[src/rtl/garo_move_if.sv]
// Signal bundle between the battle control/HP logic and the move unit.
interface garo_move_if;
    logic       stop;
    logic       actr;
    logic [1:0] p_move;
    logic [1:0] ai_rnd;
    logic [3:0] accu_rnd;
    logic [1:0] move;
    logic [3:0] dmg;
    logic [3:0] accu;
    logic       hit;

    modport master (
        output stop, actr, p_move,
        input  ai_rnd, accu_rnd, move, dmg, accu, hit
    );

    modport slave (
        input  stop, actr, p_move,
        output ai_rnd, accu_rnd, move, dmg, accu, hit
    );
endinterface

[src/rtl/garo_move_unit.sv]
// Stoppable Galois LFSR supplying AI move and accuracy roll, plus the trainer mux
// and move table that turn the chosen move into damage, accuracy and a hit flag.
module garo_move_unit #(
    parameter logic [15:0] SEED = 16'hACE1,
    parameter logic [15:0] POLY = 16'hB400,
    parameter logic [3:0]  DMG0 = 4'd3,
    parameter logic [3:0]  DMG1 = 4'd5,
    parameter logic [3:0]  DMG2 = 4'd8,
    parameter logic [3:0]  DMG3 = 4'd12,
    parameter logic [3:0]  ACC0 = 4'd15,
    parameter logic [3:0]  ACC1 = 4'd12,
    parameter logic [3:0]  ACC2 = 4'd8,
    parameter logic [3:0]  ACC3 = 4'd4
) (
    input  logic         clk,
    input  logic         reset,
    garo_move_if.slave   bus
);

    // An all-zero seed would lock the LFSR, so it is swapped for the default.
    localparam logic [15:0] SEED_EFF = (SEED == 16'h0000) ? 16'hACE1 : SEED;

    logic [15:0] lfsr_q, lfsr_d;
    logic [1:0]  move_q, move_d;

    function automatic logic [3:0] dmg_of(input logic [1:0] m);
        case (m)
            2'd0:    dmg_of = DMG0;
            2'd1:    dmg_of = DMG1;
            2'd2:    dmg_of = DMG2;
            default: dmg_of = DMG3;
        endcase
    endfunction

    function automatic logic [3:0] acc_of(input logic [1:0] m);
        case (m)
            2'd0:    acc_of = ACC0;
            2'd1:    acc_of = ACC1;
            2'd2:    acc_of = ACC2;
            default: acc_of = ACC3;
        endcase
    endfunction

    always_comb begin
        lfsr_d = lfsr_q;
        if (!bus.stop) begin
            lfsr_d = lfsr_q[0] ? ((lfsr_q >> 1) ^ POLY) : (lfsr_q >> 1);
        end
        // The AI choice is taken from the LFSR value present before this edge.
        move_d = bus.actr ? lfsr_q[1:0] : bus.p_move;
    end

    always_ff @(posedge clk or posedge reset) begin
        if (reset) begin
            lfsr_q <= SEED_EFF;
            move_q <= 2'b00;
        end else begin
            lfsr_q <= lfsr_d;
            move_q <= move_d;
        end
    end

    assign bus.ai_rnd   = lfsr_q[1:0];
    assign bus.accu_rnd = lfsr_q[5:2];
    assign bus.move     = move_q;
    assign bus.dmg      = dmg_of(move_q);
    assign bus.accu     = acc_of(move_q);
    assign bus.hit      = (acc_of(move_q) >= lfsr_q[5:2]);

endmodule

[src/flat_wrapper.sv]
// flat-port wrapper written by rule: the top's interface ports become plain ports
module garo_move_unit_flat 
#(
    parameter logic [15:0] SEED = 16'hACE1,
    parameter logic [15:0] POLY = 16'hB400,
    parameter logic [3:0]  DMG0 = 4'd3,
    parameter logic [3:0]  DMG1 = 4'd5,
    parameter logic [3:0]  DMG2 = 4'd8,
    parameter logic [3:0]  DMG3 = 4'd12,
    parameter logic [3:0]  ACC0 = 4'd15,
    parameter logic [3:0]  ACC1 = 4'd12,
    parameter logic [3:0]  ACC2 = 4'd8,
    parameter logic [3:0]  ACC3 = 4'd4
)
  (clk, reset, bus_stop, bus_actr, bus_p_move, bus_ai_rnd, bus_accu_rnd, bus_move, bus_dmg, bus_accu, bus_hit);
  garo_move_if bus_i ();
  input  logic clk;
  input  logic reset;
  input wire logic [$bits(bus_i.stop)-1:0] bus_stop;
  input wire logic [$bits(bus_i.actr)-1:0] bus_actr;
  input wire logic [$bits(bus_i.p_move)-1:0] bus_p_move;
  output wire logic [$bits(bus_i.ai_rnd)-1:0] bus_ai_rnd;
  output wire logic [$bits(bus_i.accu_rnd)-1:0] bus_accu_rnd;
  output wire logic [$bits(bus_i.move)-1:0] bus_move;
  output wire logic [$bits(bus_i.dmg)-1:0] bus_dmg;
  output wire logic [$bits(bus_i.accu)-1:0] bus_accu;
  output wire logic [$bits(bus_i.hit)-1:0] bus_hit;
  assign bus_i.stop = bus_stop;
  assign bus_i.actr = bus_actr;
  assign bus_i.p_move = bus_p_move;
  assign bus_ai_rnd = bus_i.ai_rnd;
  assign bus_accu_rnd = bus_i.accu_rnd;
  assign bus_move = bus_i.move;
  assign bus_dmg = bus_i.dmg;
  assign bus_accu = bus_i.accu;
  assign bus_hit = bus_i.hit;
  garo_move_unit #(.SEED(SEED), .POLY(POLY), .DMG0(DMG0), .DMG1(DMG1), .DMG2(DMG2), .DMG3(DMG3), .ACC0(ACC0), .ACC1(ACC1), .ACC2(ACC2), .ACC3(ACC3)) u_core (.clk(clk), .reset(reset), .bus(bus_i));
endmodule
[config.mk]
export PLATFORM = sky130hd
export DESIGN_NAME = garo_move_unit_flat
export DESIGN_NICKNAME = d
export VERILOG_FILES = /design/src/rtl/garo_move_if.sv /design/src/rtl/garo_move_unit.sv /design/src/flat_wrapper.sv
export SDC_FILE = /design/constraint.sdc
export NUM_CORES = 1
export LEC_CHECK = 0
export BUFFER_PORTS_ARGS = -buffer_cell sky130_fd_sc_hd__buf_2
export CORE_MARGIN = 1
export CORE_UTILIZATION = 40
export DETAILED_ROUTE_END_ITERATION = 12
export PLACE_DENSITY = 0.73
export SLEW_MARGIN = 20
export SYNTH_ARGS = -nofsm -noshare
export SYNTH_HDL_FRONTEND = slang
export SYNTH_SLANG_ARGS = --single-unit
export TNS_END_PERCENT = 10
[constraint.sdc]
create_clock -name clk -period 2.02 [get_ports clk]
set_input_delay 0.202 -clock clk [delete_from_list [all_inputs] [get_ports clk]]
set_output_delay 0.202 -clock clk [all_outputs]
set_load 0.01 [all_outputs]
# ---- Word level (Yosys, flattened, before mapping)
# Index checks and enable logic that the tools add are counted.
dict set report totals {
  ff_bits 18
  latch_bits 0
  romBits 0
  word_cells 11
  output_inout_bits 17
  in_bits 6
  ramBits 0
  mem_count 0
}
dict set report op_classes {
  mul 0
  muxes 4
  shifts 0
  div 0
  n_reduce_logical 1
  add_sub_neg 0
  n_eq_ne 2
  n_lt_le_gt_ge 1
  bitwise_logic 1
}
# op count
set op_table {}
lappend op_table {{$pmux W4 S3} 2}
lappend op_table {{$mux W16} 1}
lappend op_table {{$ge A4 B4 Y1} 1}
lappend op_table {{$not A3 Y4} 1}
lappend op_table {{$eq A2 B1 Y1 const B} 1}
lappend op_table {{$eq A2 B2 Y1 const B} 1}
lappend op_table {{$logic_not A2 Y1} 1}
lappend op_table {{$mux W2} 1}

# ---- Depth between registers and ports, before layout
dict set report logic_depth {
  depth_word 3
  ltp_mapped 5
  ltp_nobuf 5
}

# ---- Worst setup path before layout
# Ideal clock, no wire load.
dict set report synth_timing {
  path_type {reg-to-output}
  start {register u_core.move_q[0] (netlist: u_core.bus.move[0])}
  end {output bus_hit}
  slack_ps 545
  required_ps 1818
  t_arrival_ps 1273
  path_stages_with_launch 5
  n_path_buf 0
  cell_sequence {dfrtp_1 nand2b_1 ha_1 o221ai_1 a21oi_1}
}
dict set report synth_between {
  elab_chain_cells 3
  elab_cells_between_ends 5
  cone_classes {1 x order compare; 2 x eq/ne; 1 x mux; 1 x reduce/logical}
}
# item line_no
set synth_lines {}
lappend synth_lines {{from (decl)} garo_move_unit.sv:24} ;# logic [1:0] move_q, move_d;
lappend synth_lines {{from (signal assigned)} garo_move_unit.sv:59} ;# move_q <= move_d;
lappend synth_lines {{$eq A2 B2 Y1 (tied with other cells)} -}
lappend synth_lines {{$pmux W4 S3 *} -}
lappend synth_lines {{net bus_accu[2]} flat_wrapper.sv:26} ;# output wire logic [$bits(bus_i.accu)-1:0] bus_accu;
lappend synth_lines {{$ge A4 B4 Y1 *} garo_move_unit.sv:68} ;# assign bus.hit = (acc_of(move_q) >= lfsr_q[5:2]);
lappend synth_lines {{to (decl)} flat_wrapper.sv:27} ;# output wire logic [$bits(bus_i.hit)-1:0] bus_hit;
# Mark *: on every way through the listed nets, which the timed path passes. The rest lies on a longest branch.

# ---- Worst setup path after layout
dict set report layout_timing {
  start {register u_core.move_q[0] (netlist: u_core.bus.move[0])}
  end {output bus_hit}
}
dict set report layout_between {
  elab_chain_cells 3
  elab_cells_between_ends 5
  cone_classes {1 x order compare; 2 x eq/ne; 1 x mux; 1 x reduce/logical}
}
# item line_no
set layout_lines {}
lappend layout_lines {{$eq A2 B2 Y1 (tied with other cells)} garo_move_unit.sv:36} ;# case (m)
lappend layout_lines {{$pmux W4 S3 *} garo_move_unit.sv:36}
lappend layout_lines {{$ge A4 B4 Y1 *} garo_move_unit.sv:68}
# Mark *: on every way between the ends. The rest lies on a longest branch, timed or not.

==> impl_metrics.csv <==
group,metric,value,unit
status,status,"complete, but fails checks",
status,violations,"hold timing",
detailed_routing,ant_nets,0,
power_and_ir_drop,ir_worst_vdd,0.747,mV
synthesis,yosysTopAreaCell,"dfrtp_1",
floorplanning,initial_utilization,0.439,
power_and_ir_drop,power.density,1420,nW/um^2
worst_setup_path,worstSetupEndpointType,"output port",
synthesis,yosys.area_share.simple,0.0628,
worst_setup_path,crit_chain,"nand2b_1 > ha_1 > o221ai_1 > a21oi_1 > buf_2",
final_layout,syn_to_final_growth,10.2,%
sta,tns,0,ns
sta,skew,0.00833,ns
placement,port_buffers,22,
cts,cts_sinks,18,
worst_setup_path,crit_required,1.82,ns
global_routing,grt_max_degree,23,
cts,numCtsBuffers,3,
power_and_ir_drop,finalPower,1.40,mW
synthesis,synthTopCellsByArea,"dfrtp_1 (28%), dfstp_2 (23%), mux2_4 (13%)",
sta,maxSlewHeadroom,0.558,
worst_setup_path,cp_slowest_cell,"dfrtp_1",
sta,finalCriticalPeriod,1.79,ns
synthesis,yosys_register_bits,18,
sta,rsz0062_at_grt,"no",
global_routing,overflow,0,
worst_setup_path,worstRegToRegCells,2,
cts,cts_max_level,1,
cts,post_cts_resized,0,
sta,worstMarginPinSlew,0.662,ns
sta,report.final.hold_viol_count,10,
cts,clk_latency,0.29,ns
synthesis,synth_top_family_by_area,"multiplexers",
detailed_routing,drt-wirelength-per-cell,12.5,um
floorplanning,io_pins,23,
worst_setup_path,startpoint,"u_core.bus.move[0]",
cts,postCtsSetupRepairBufs,0,
floorplanning,die_h,49.4,um
detailed_routing,vias,519,
worst_setup_path,path_max_fanout,6,
floorplanning,dieWidth,49.4,um
sta,timing.hold.ws,-0.0178,ns
final_layout,final_cell_mix,"buf_2 (22), dfrtp_1 (10), mux2_4 (8), dfstp_2 (8), nand2_1 (7)",
detailed_routing,route.detailed.drc,0,
floorplanning,rows,16,
placement,place_hpwl,1030,um
worst_setup_path,r2r_end,"u_core.lfsr_q[13]",
worst_setup_path,cpPeakStageDelay,0.44,ns
final_layout,fin_nets,98,
worst_setup_path,crit_family,"flip-flops",
floorplanning,die-area,2440,um^2
detailed_routing,first_pass_iters,2,
worst_setup_path,r2r_setup_slack,0.99,ns
final_layout,drive_above_1_share,0.534,
synthesis,postSynthCellCount,75,
worst_setup_path,rr_startpoint,"u_core.lfsr_q[0]",
synthesis,avgSynthCellArea,12.0,um^2
cts,clockBufferDepth,2,
placement,place_congestion,0.734,
worst_setup_path,crit_path_start_kind,"register",
cts,clkTransAtPathRegs,0.11,ns
cts,clock-root-buffer,"clkbuf_4",
synthesis,syn_area,897,um^2
global_routing,grt_pass1_wl,2540,um
global_routing,antenna_found_initial,0,
worst_setup_path,cp_num_cells,5,
power_and_ir_drop,p_leak,0.482,nW
final_layout,layout_commonest_cell,"buf_2",
synthesis,yosysTopAreaCellShare,0.279,
global_routing,track_usage,0.142,
floorplanning,coreArea,2040,um^2
worst_setup_path,cp-endpoint,"bus_hit",
synthesis,synthAdderAreaFrac,0.0418,
worst_setup_path,path_class,"reg -> out",
hold_path,min_path_type,"in -> async",
synthesis,synth_xor_xnor_area_share,0.0293,
worst_setup_path,critPathBufInv,1,
sta,finalSetupViolations,0,
cts,cts_hold_buf,0,
global_routing,grt_pass1_vias,540,
final_layout,diodes,0,
sta,fmax,560,MHz
cts,cts_tree,"yes",
synthesis,yosysSeqAreaShare,0.513,
detailed_routing,first_iter_violations,3,
synthesis,synthMuxAreaShare,0.184,
detailed_routing,via_per_inst,4.51,
synthesis,synth_compound_area_frac,0.0488,
sta,maxSlewViolCount,0,
synthesis,synth_fp_nets,84,
synthesis,synth_warnings,0,
detailed_routing,wl,1440,um
job,maxCapViolCount,0,
worst_setup_path,arrival,1.58,ns
synthesis,synthDistinctLibCells,18,
sta,fin_crit_sh,0.885,
[per-stage QoR]
| stage | setup slack [ns] | instances | instance area, um^2 | utilization |
|---|---|---|---|---|
| floorplan | 0.545 | 75 | 897 | - |
| detailed placement | 0.549 | 111 | 952 | 0.466 |
| global placement | 0.626 | 111 | 952 | 0.466 |
| CTS | 0.213 | 115 | 988 | 0.484 |
| finish | 0.233 | 115 | 988 | 0.484 |
| global route | 0.102 | 115 | 988 | 0.484 |
[sequential cells by signal (all words and copies together), names as in the netlist]
| register | count |
|---|---|
| u_core.lfsr_q | 16 |
| u_core.bus.move | 2 |
[where the power goes]
| part | switching [mW] | internal, mW | total [mW] |
|---|---|---|---|
| clock network | 0.113 | 0.110 | 0.223 |
| registers | 0.116 | 0.552 | 0.668 |
| logic | 0.230 | 0.281 | 0.511 |
[layout make-up]
type | count | area, um^2
clock buffer | 4 | 36.3
fill | 196 | 1050
inverter | 5 | 18.8
multi-input combinational | 39 | 329
sequential | 18 | 460
tap | 27 | 33.8
timing repair buffer | 22 | 110
[worst reg2reg max path: stages, from the launching register on]
cell and delay, ns:
dfstp_2 0.63, xnor2_1 0.10, o21ai_0 0.21
[synthesized netlist by cell type, drive strengths merged]
cell type / instances
mux2: 12
clkbuf: 2
o221ai: 1
inv: 5
xnor2: 3
nand2: 7
o21ai: 6
dfrtp: 10
a21oi: 1
dfstp: 8
ha: 3
nand2b: 2
buf: 11
nor2: 4
[layer usage]
metal,share of wire,GRT usage,wire length [um]
met1,0.44,0.159,630
met2,0.53,0.244,763
met3,0.026,0.0561,38
met4,0.0062,0.0441,9
met5,0,0,0
[how the worst min path moves through the flow]
stage / from / endpoint / cells past startpoint
6_report: reset / u_core.lfsr_q[8] / 2
2_1_floorplan: reset / u_core.bus.move[0] / 1
3_3_place_gp: reset / u_core.lfsr_q[3] / 2
4_1_cts: reset / u_core.lfsr_q[4] / 2
5_1_grt: reset / u_core.lfsr_q[8] / 2
3_5_place_dp: reset / u_core.lfsr_q[4] / 2
[cell families after synthesis]
group                    Yosys count
multiplexers                      12
buffers and inverters             18
AND/OR/NAND/NOR                   13
XOR/XNOR                           3
AO/OA/AOI/OAI                      8
adder cells (fa/ha/maj)            3
flip-flops                        18
(Power assumes the default switching activity.)
